$ cat src/rtl/odd_even_sort_pipe_pkg.sv
// Shared definitions for the odd-even transposition sorter pipeline.
package odd_even_sort_pipe_pkg;

  // Per-vector sort direction that travels alongside the keys.
  typedef enum logic {
    MODE_ASC  = 1'b0,
    MODE_DESC = 1'b1
  } sort_mode_e;

  // Stage parity decides which lane pairing a layer uses.
  function automatic logic stage_is_odd(input int unsigned s);
    return (s % 2) != 0;
  endfunction

  // Number of compare-exchange cells a layer needs for n lanes.
  function automatic int unsigned pairs_in_stage(input int unsigned n, input int unsigned s);
    if (stage_is_odd(s)) begin
      return (n / 2) - 1;
    end else begin
      return n / 2;
    end
  endfunction

endpackage

$ cat src/rtl/odd_even_sort_pipe_cmp_swap.sv
// Combinational two-key compare-exchange cell.
// 'a' is the lower lane and 'b' the upper lane; 'lo'/'hi' are the lanes after
// the exchange. Equal keys never swap so the network stays stable.
module cmp_swap
  import odd_even_sort_pipe_pkg::*;
#(
  parameter int W = 4
) (
  input  logic [W-1:0] a,
  input  logic [W-1:0] b,
  input  logic         desc,
  output logic [W-1:0] lo,
  output logic [W-1:0] hi
);

  logic swap_s;

  // Decide the exchange from the unsigned ordering and the vector's mode.
  always_comb begin
    swap_s = 1'b0;
    lo     = a;
    hi     = b;
    if (desc == MODE_DESC) begin
      swap_s = (a < b);
    end else begin
      swap_s = (a > b);
    end
    if (swap_s) begin
      lo = b;
      hi = a;
    end else begin
      lo = a;
      hi = b;
    end
  end

endmodule

$ cat src/rtl/odd_even_sort_pipe.sv
// Fully pipelined odd-even transposition sorter: N lanes of W-bit keys,
// one vector per cycle, per-vector asc/desc mode, valid/ready backpressure.
// All stages advance together on a single global enable so the pipeline
// behaves as one elastic shift register.
module odd_even_sort_pipe
  import odd_even_sort_pipe_pkg::*;
#(
  parameter int N = 4,
  parameter int W = 4
) (
  input  logic           clk,
  input  logic           rst,
  input  logic           in_valid,
  output logic           in_ready,
  input  logic           in_desc,
  input  logic [N*W-1:0] in_data,
  output logic           out_valid,
  input  logic           out_ready,
  output logic           out_desc,
  output logic [N*W-1:0] out_data
);

  logic           adv_s;
  logic           stage_valid_r [N];
  logic           stage_desc_r  [N];
  logic [N*W-1:0] stage_data_r  [N];

  logic           stage_valid_in_s [N];
  logic           stage_desc_in_s  [N];
  logic [N*W-1:0] stage_keys_in_s  [N];

  // Global advance: the tail is empty or the consumer is taking it.
  always_comb begin
    adv_s = !stage_valid_r[N-1] || out_ready;
  end

  assign in_ready  = adv_s && !rst;
  assign out_valid = stage_valid_r[N-1];
  assign out_desc  = stage_desc_r[N-1];
  assign out_data  = stage_data_r[N-1];

  for (genvar s = 0; s < N; s++) begin : g_stage
    logic [N*W-1:0] layer_s;

    // Stage input: the producer for stage 0, the previous register otherwise.
    if (s == 0) begin : g_head
      assign stage_valid_in_s[s] = in_valid && in_ready;
      assign stage_desc_in_s[s]  = in_desc;
      assign stage_keys_in_s[s]  = in_data;
    end else begin : g_link
      assign stage_valid_in_s[s] = stage_valid_r[s-1];
      assign stage_desc_in_s[s]  = stage_desc_r[s-1];
      assign stage_keys_in_s[s]  = stage_data_r[s-1];
    end

    if (!stage_is_odd(s)) begin : g_even
      // Even layer pairs (0,1),(2,3),...
      for (genvar p = 0; p < pairs_in_stage(N, s); p++) begin : g_pair
        cmp_swap #(.W(W)) u_cmp_swap (
          .a    (stage_keys_in_s[s][(2*p)*W +: W]),
          .b    (stage_keys_in_s[s][(2*p+1)*W +: W]),
          .desc (stage_desc_in_s[s]),
          .lo   (layer_s[(2*p)*W +: W]),
          .hi   (layer_s[(2*p+1)*W +: W])
        );
      end
    end else begin : g_odd
      // Odd layer pairs (1,2),(3,4),...; the outer lanes pass straight through.
      assign layer_s[0 +: W]       = stage_keys_in_s[s][0 +: W];
      assign layer_s[(N-1)*W +: W] = stage_keys_in_s[s][(N-1)*W +: W];
      for (genvar p = 0; p < pairs_in_stage(N, s); p++) begin : g_pair
        cmp_swap #(.W(W)) u_cmp_swap (
          .a    (stage_keys_in_s[s][(2*p+1)*W +: W]),
          .b    (stage_keys_in_s[s][(2*p+2)*W +: W]),
          .desc (stage_desc_in_s[s]),
          .lo   (layer_s[(2*p+1)*W +: W]),
          .hi   (layer_s[(2*p+2)*W +: W])
        );
      end
    end

    // Stage register: cleared by reset, shifts on advance, holds on stall.
    always_ff @(posedge clk) begin
      if (rst) begin
        stage_valid_r[s] <= 1'b0;
        stage_desc_r[s]  <= 1'b0;
        stage_data_r[s]  <= {(N*W){1'b0}};
      end else if (adv_s) begin
        stage_valid_r[s] <= stage_valid_in_s[s];
        stage_desc_r[s]  <= stage_desc_in_s[s];
        stage_data_r[s]  <= layer_s;
      end else begin
        stage_valid_r[s] <= stage_valid_r[s];
        stage_desc_r[s]  <= stage_desc_r[s];
        stage_data_r[s]  <= stage_data_r[s];
      end
    end
  end

endmodule

$ cat config.mk
export PLATFORM = sky130hd
export DESIGN_NAME = odd_even_sort_pipe
export DESIGN_NICKNAME = d
export VERILOG_FILES = /design/src/rtl/odd_even_sort_pipe_pkg.sv /design/src/rtl/odd_even_sort_pipe_cmp_swap.sv /design/src/rtl/odd_even_sort_pipe.sv
export SDC_FILE = /design/constraint.sdc
export NUM_CORES = 1
export LEC_CHECK = 0
export ABC_AREA = 1
export BUFFER_PORTS_ARGS = -buffer_cell sky130_fd_sc_hd__buf_2
export CAP_MARGIN = 5
export CORE_ASPECT_RATIO = 0.75
export CORE_MARGIN = 2
export CORE_UTILIZATION = 55
export CTS_BUF_LIST = sky130_fd_sc_hd__clkbuf_4 sky130_fd_sc_hd__clkbuf_8
export CTS_CLUSTER_DIAMETER = 150
export DETAILED_ROUTE_END_ITERATION = 8
export GPL_ROUTABILITY_DRIVEN = 0
export PLACE_DENSITY = 0.81
export SYNTH_ARGS = -nofsm -noshare
export SYNTH_HDL_FRONTEND = slang
export SYNTH_SLANG_ARGS = --single-unit
$ cat constraint.sdc
create_clock -name clk -period 5.4 [get_ports clk]
set_input_delay 0.27 -clock clk [delete_from_list [all_inputs] [get_ports clk]]
set_output_delay 0.27 -clock clk [all_outputs]
set_load 0.02 [all_outputs]
=== Word-level counts from Yosys, hierarchy flattened ===
Memories as Yosys holds them, arrays and structs flattened.
Cells that the tools add are included.

* Memory bits (writable): 72
* Latch bits: 0
* Logic and storage cells: 94
* Memories: 3
* Memory bits (read-only): 0
* Output and inout port bits: 19
* Register bits: 0
* Bits of input ports: 21

* Muxes and demuxes: 50
* Reductions and logical operators: 5
* Shift-type cells: 0
* Add/subtract/negate cells: 0
* $mul: 0
* Eq/ne operators: 0
* Bitwise operators: 24
* Divide/modulo/power cells: 0
* Magnitude comparators: 12

{| class="wikitable"
|+ Memory list
! name !! words !! width !! rd ports !! clocked after Yosys merged registers in !! wr ports !! line !! RTL
|-
| stage_data_r || 4 || 16 || 4 || 0 || 4 || odd_even_sort_pipe.sv:26 || <nowiki>logic [N*W-1:0] stage_data_r [N];</nowiki>
|-
| stage_desc_r || 4 || 1 || 4 || 0 || 4 || odd_even_sort_pipe.sv:25 || <nowiki>logic stage_desc_r [N];</nowiki>
|-
| stage_valid_r || 4 || 1 || 4 || 0 || 4 || odd_even_sort_pipe.sv:24 || <nowiki>logic stage_valid_r [N];</nowiki>
|}

{| class="wikitable"
|+ Operators by type and width
! cell !! number
|-
| two-way mux 16 bit || 8
|-
| two-way mux 4 bit || 12
|-
| two-way mux 1 bit || 30
|-
| > comparator 4 bit || 6
|-
| < comparator 4 bit || 6
|-
| bitwise OR 1 bit || 24
|-
| logical AND 1 bit || 2
|-
| zero test 1 bit || 2
|-
| logical OR 1 bit || 1
|}

=== Logic depth before layout (Yosys ltp) ===
* Depth in word-level cells: 7
* Mapped depth: 12
* Depth with buffers taken out: 11

=== By module ===
From an unflattened synthesis, not the netlist that was laid out.

* Cells, all modules: 527
* Area, all modules: 4555.6 um^2

{| class="wikitable"
|+ Modules (own cells, without submodules)
! module !! seq. area each (um^2) !! instances !! cells an instance !! area an instance (um^2)
|-
| odd_even_sort_pipe || 2162.1 || 1 || 245 || 3114.2
|-
| cmp_swap || 0.0 || 6 || 47 || 240.2
|}

=== Least setup slack after synthesis ===
Ideal clock, no wire load.

* Path type: register -> register
* Start: memory stage_valid_r[3][0] (netlist: stage_valid_r[1][1])
* End: memory stage_data_r[0][0] (netlist name), enable pin
* Path buffers: 0
* Setup time: 0.925 ns
* Required time: 4.475 ns
* Path slack: 2.288 ns
* Cell stages (with the launch flop): 2
* Arrival time: 2.187 ns
* Cells stage by stage: edfxtp_1 nand3_1

{| class="wikitable"
|+ RTL lines
! what !! line
|-
| start: declaration || odd_even_sort_pipe.sv:24
|-
| end: declaration || odd_even_sort_pipe.sv:26
|}

==> results.toml <==
[synth]
synth_nets = 536
yosys-top-cells-area = "edfxtp_1 49%, inv_1 7.8%, nor2_1 7.0%"
ys_seq_area_share_pct = 49.3
ys.flop_type = "edfxtp_1"
synth_area_sq_mm = 0.00439
synth_top_area_cell = "edfxtp_1"
netlist_instances = 491
synth-edff-count = 72
synth.top_cell.area_share_pct = 49.3
synth-async-reset-ratio_pct = 0
synth_cell_type_count = 19
ys_warn_count = 0
yosys_register_bits = 72
avgSynthCellArea_sq_um = 8.93

[power_and_ir_drop]
power_density_mw_per_mm2 = 425
ir_worst_vdd_mv = 0.203
leakagePower_nw = 2.37

[die]
coreArea_sq_mm = 0.00781
die_x_um = 107
initial_core_util_pct = 56.1
die_y_um = 81.3
fp-row-count = 28
die_area_sq_mm = 0.00871
io_pins = 40

[global_route]
grt_usage_pct = 18.9
grt_overflow = 0
grt_pass1_vias = 2963
grt_max_degree = 73
grt_pass1_wl_mm = 12.9
antenna_found_initial = 0

[routing]
wl_per_cell_um = 11.8
first_iter_violations = 127
via_count = 3117
top_layer = "met4"
wl_met2_mm = 3.69
viasPerCell = 4.92
antenna_left = 0
drt_pass1_iterations = 4
met1_length_mm = 3.33
routed_wirelength_mm = 7.47
drc_errors = 0
route.met3.wl_um = 360

[placement]
hpwlAfterDp_mm = 5.30
dp_cells = 617
portBuffers = 39
placed_area_sq_mm = 0.00455

[hold_path]
hold_depth = 3
min_from = "in_valid"
holdCritPathClass = "in -> reg"
holdPathEnd = "stage_valid_r[0][0]$_DFFE_PP_"

[cells_and_area]
final_common_cell = "inv_1"
final_util_pct = 60.7
drive_gt1_share_pct = 18.9
final_cell_area_sq_mm = 0.00474
nets = 568
area_growth_pct = 8.04
n_fill_cell = 658
final_cell_mix = "91 x inv_1, 82 x nor2_1, 72 x nand2_1, 72 x edfxtp_1, 48 x a21oi_1"
antenna_cells = 0
fin_cells = 633

[worst_setup_path]
start_kind = "register"
r2r_setup_slack_ns = 3.35
endpoint_kind = "output port"
path_class = "reg -> out"
crit_required_ns = 5.13
path_buf_inv = 1
cp_cell_sequence = "a21oi_4 -> buf_2"
rr_startpoint = "stage_valid_r[1][1]$_DFFE_PP_"
cp_slowest_cell = "a21oi_4"
crit_path_max_incr_delay_ns = 0.77
r2r-end = "stage_data_r[3][3]$_SDFFCE_PN0P_"
critical_path.top_delay_family = "compound AO/OA/AOI/OAI gates"
worst_r2r_path_depth = 3
cp_max_fo = 34
cp.arrival_ns = 1.91

[sta]
min_period_over_period_pct = 40.4
worst_pin_slew_ns = 0.971
drv_slew = 0
rsz0062_at_grt = "no"
hold_ws_ns = 0.224
relSlewSlack_pct = 35.3
min_period_ns = 2.18
fmax_mhz = 458
finClkSkew_ns = 0.00902
tns_ns = 0
setup_viol_count_final = 0
hold_viol_final = 0

[clocking]
cts_buffers = 9
clock_path_buffers = 2
cts_tree = "built"
cts_hold_buf = 0
post_cts_buffers = 0
cts_resized = 0
clk_transition_reported_paths_ns = 0.07
cts.sinks = 72
clkLatencyLatePin_ns = 0.35
cts-root-buf = "clkbuf_8"
htree_levels = 3

[outcome]
status = "finished clean"

[run]
maxCapViolCount = 0
area by class of cell:
type,instances,area (sq um),area share (%)
repair buffers,39,195,4.12
clock inverters,5,47.5,1.00
well taps,105,131,2.77
flip-flops and latches,72,2160,45.6
clock buffers,11,139,2.93
multi-input cells,308,1720,36.2
inverters,93,349,7.37
routing by layer:
metal,track usage [%],vias up
met3,3.85,9
li1,-,1646
met1,22.4,1389
met4,7.27,0
met5,0,-
met2,34.1,73
stage by stage:
| stage | total power, mW | setup slack [ns] |
|---|---|---|
| 2_1_floorplan | 1.51 | 2.29 |
| 5_1_grt | 2.18 | 3.14 |
| 4_1_cts | 2.02 | 3.24 |
| 3_5_place_dp | 1.62 | 3.23 |
| 3_3_place_gp | 1.57 | 3.31 |
| 6_report | 2.01 | 3.22 |
tightest hold or removal path: cells and delay by family:
kind / cells / cell delay (ns)
buffers and inverters: 2 / 0.10
and+or+nand+nor: 1 / 0.09
logic make-up after synthesis:
| group | after synthesis | synth area share [%] |
|---|---|---|
| flip-flops | 72 | 49.3 |
| adder cells (fa/ha/maj) | 24 | 6.85 |
| AND/OR/NAND/NOR | 229 | 24.9 |
| buffers and inverters | 111 | 11.9 |
| AO/OA/AOI/OAI | 55 | 7.05 |
synth_stat cells (5+ instances only):
cell and number:
a21oi_2 6, nand3_1 37, nand2_4 5, nor2_1 82, a21oi_1 48, inv_1 91
nand2_2 13, nand3_2 18, edfxtp_1 72, buf_6 12, nand2_1 72, ha_1 24
how the worst max path moves through the flow:
stage / from / endpoint / cells past startpoint
2_1_floorplan: stage_valid_r[1][1]$_DFFE_PP_ / stage_data_r[0][0]$_SDFFCE_PN0P_ / 1
4_1_cts: stage_valid_r[1][1]$_DFFE_PP_ / in_ready / 2
6_report: stage_valid_r[1][1]$_DFFE_PP_ / in_ready / 2
3_3_place_gp: rst / stage_data_r[0][2]$_SDFFCE_PN0P_ / 3
5_1_grt: stage_valid_r[1][1]$_DFFE_PP_ / in_ready / 2
3_5_place_dp: rst / stage_data_r[0][2]$_SDFFCE_PN0P_ / 3
registers in the layout, summed over array words and instances, names as in the netlist:
register       count
stage_data_r      64
stage_desc_r       4
stage_valid_r      4
power breakdown:
part           internal (mW)  total [mW]  switching, mW  leakage (nW)
sequential             0.766       0.820         0.0539         0.848
clock                  0.219       0.402          0.183        0.0990
combinational          0.281       0.791          0.510          1.42
total                   1.27        2.01          0.746          2.37
Power figures use the tool's default switching activity.
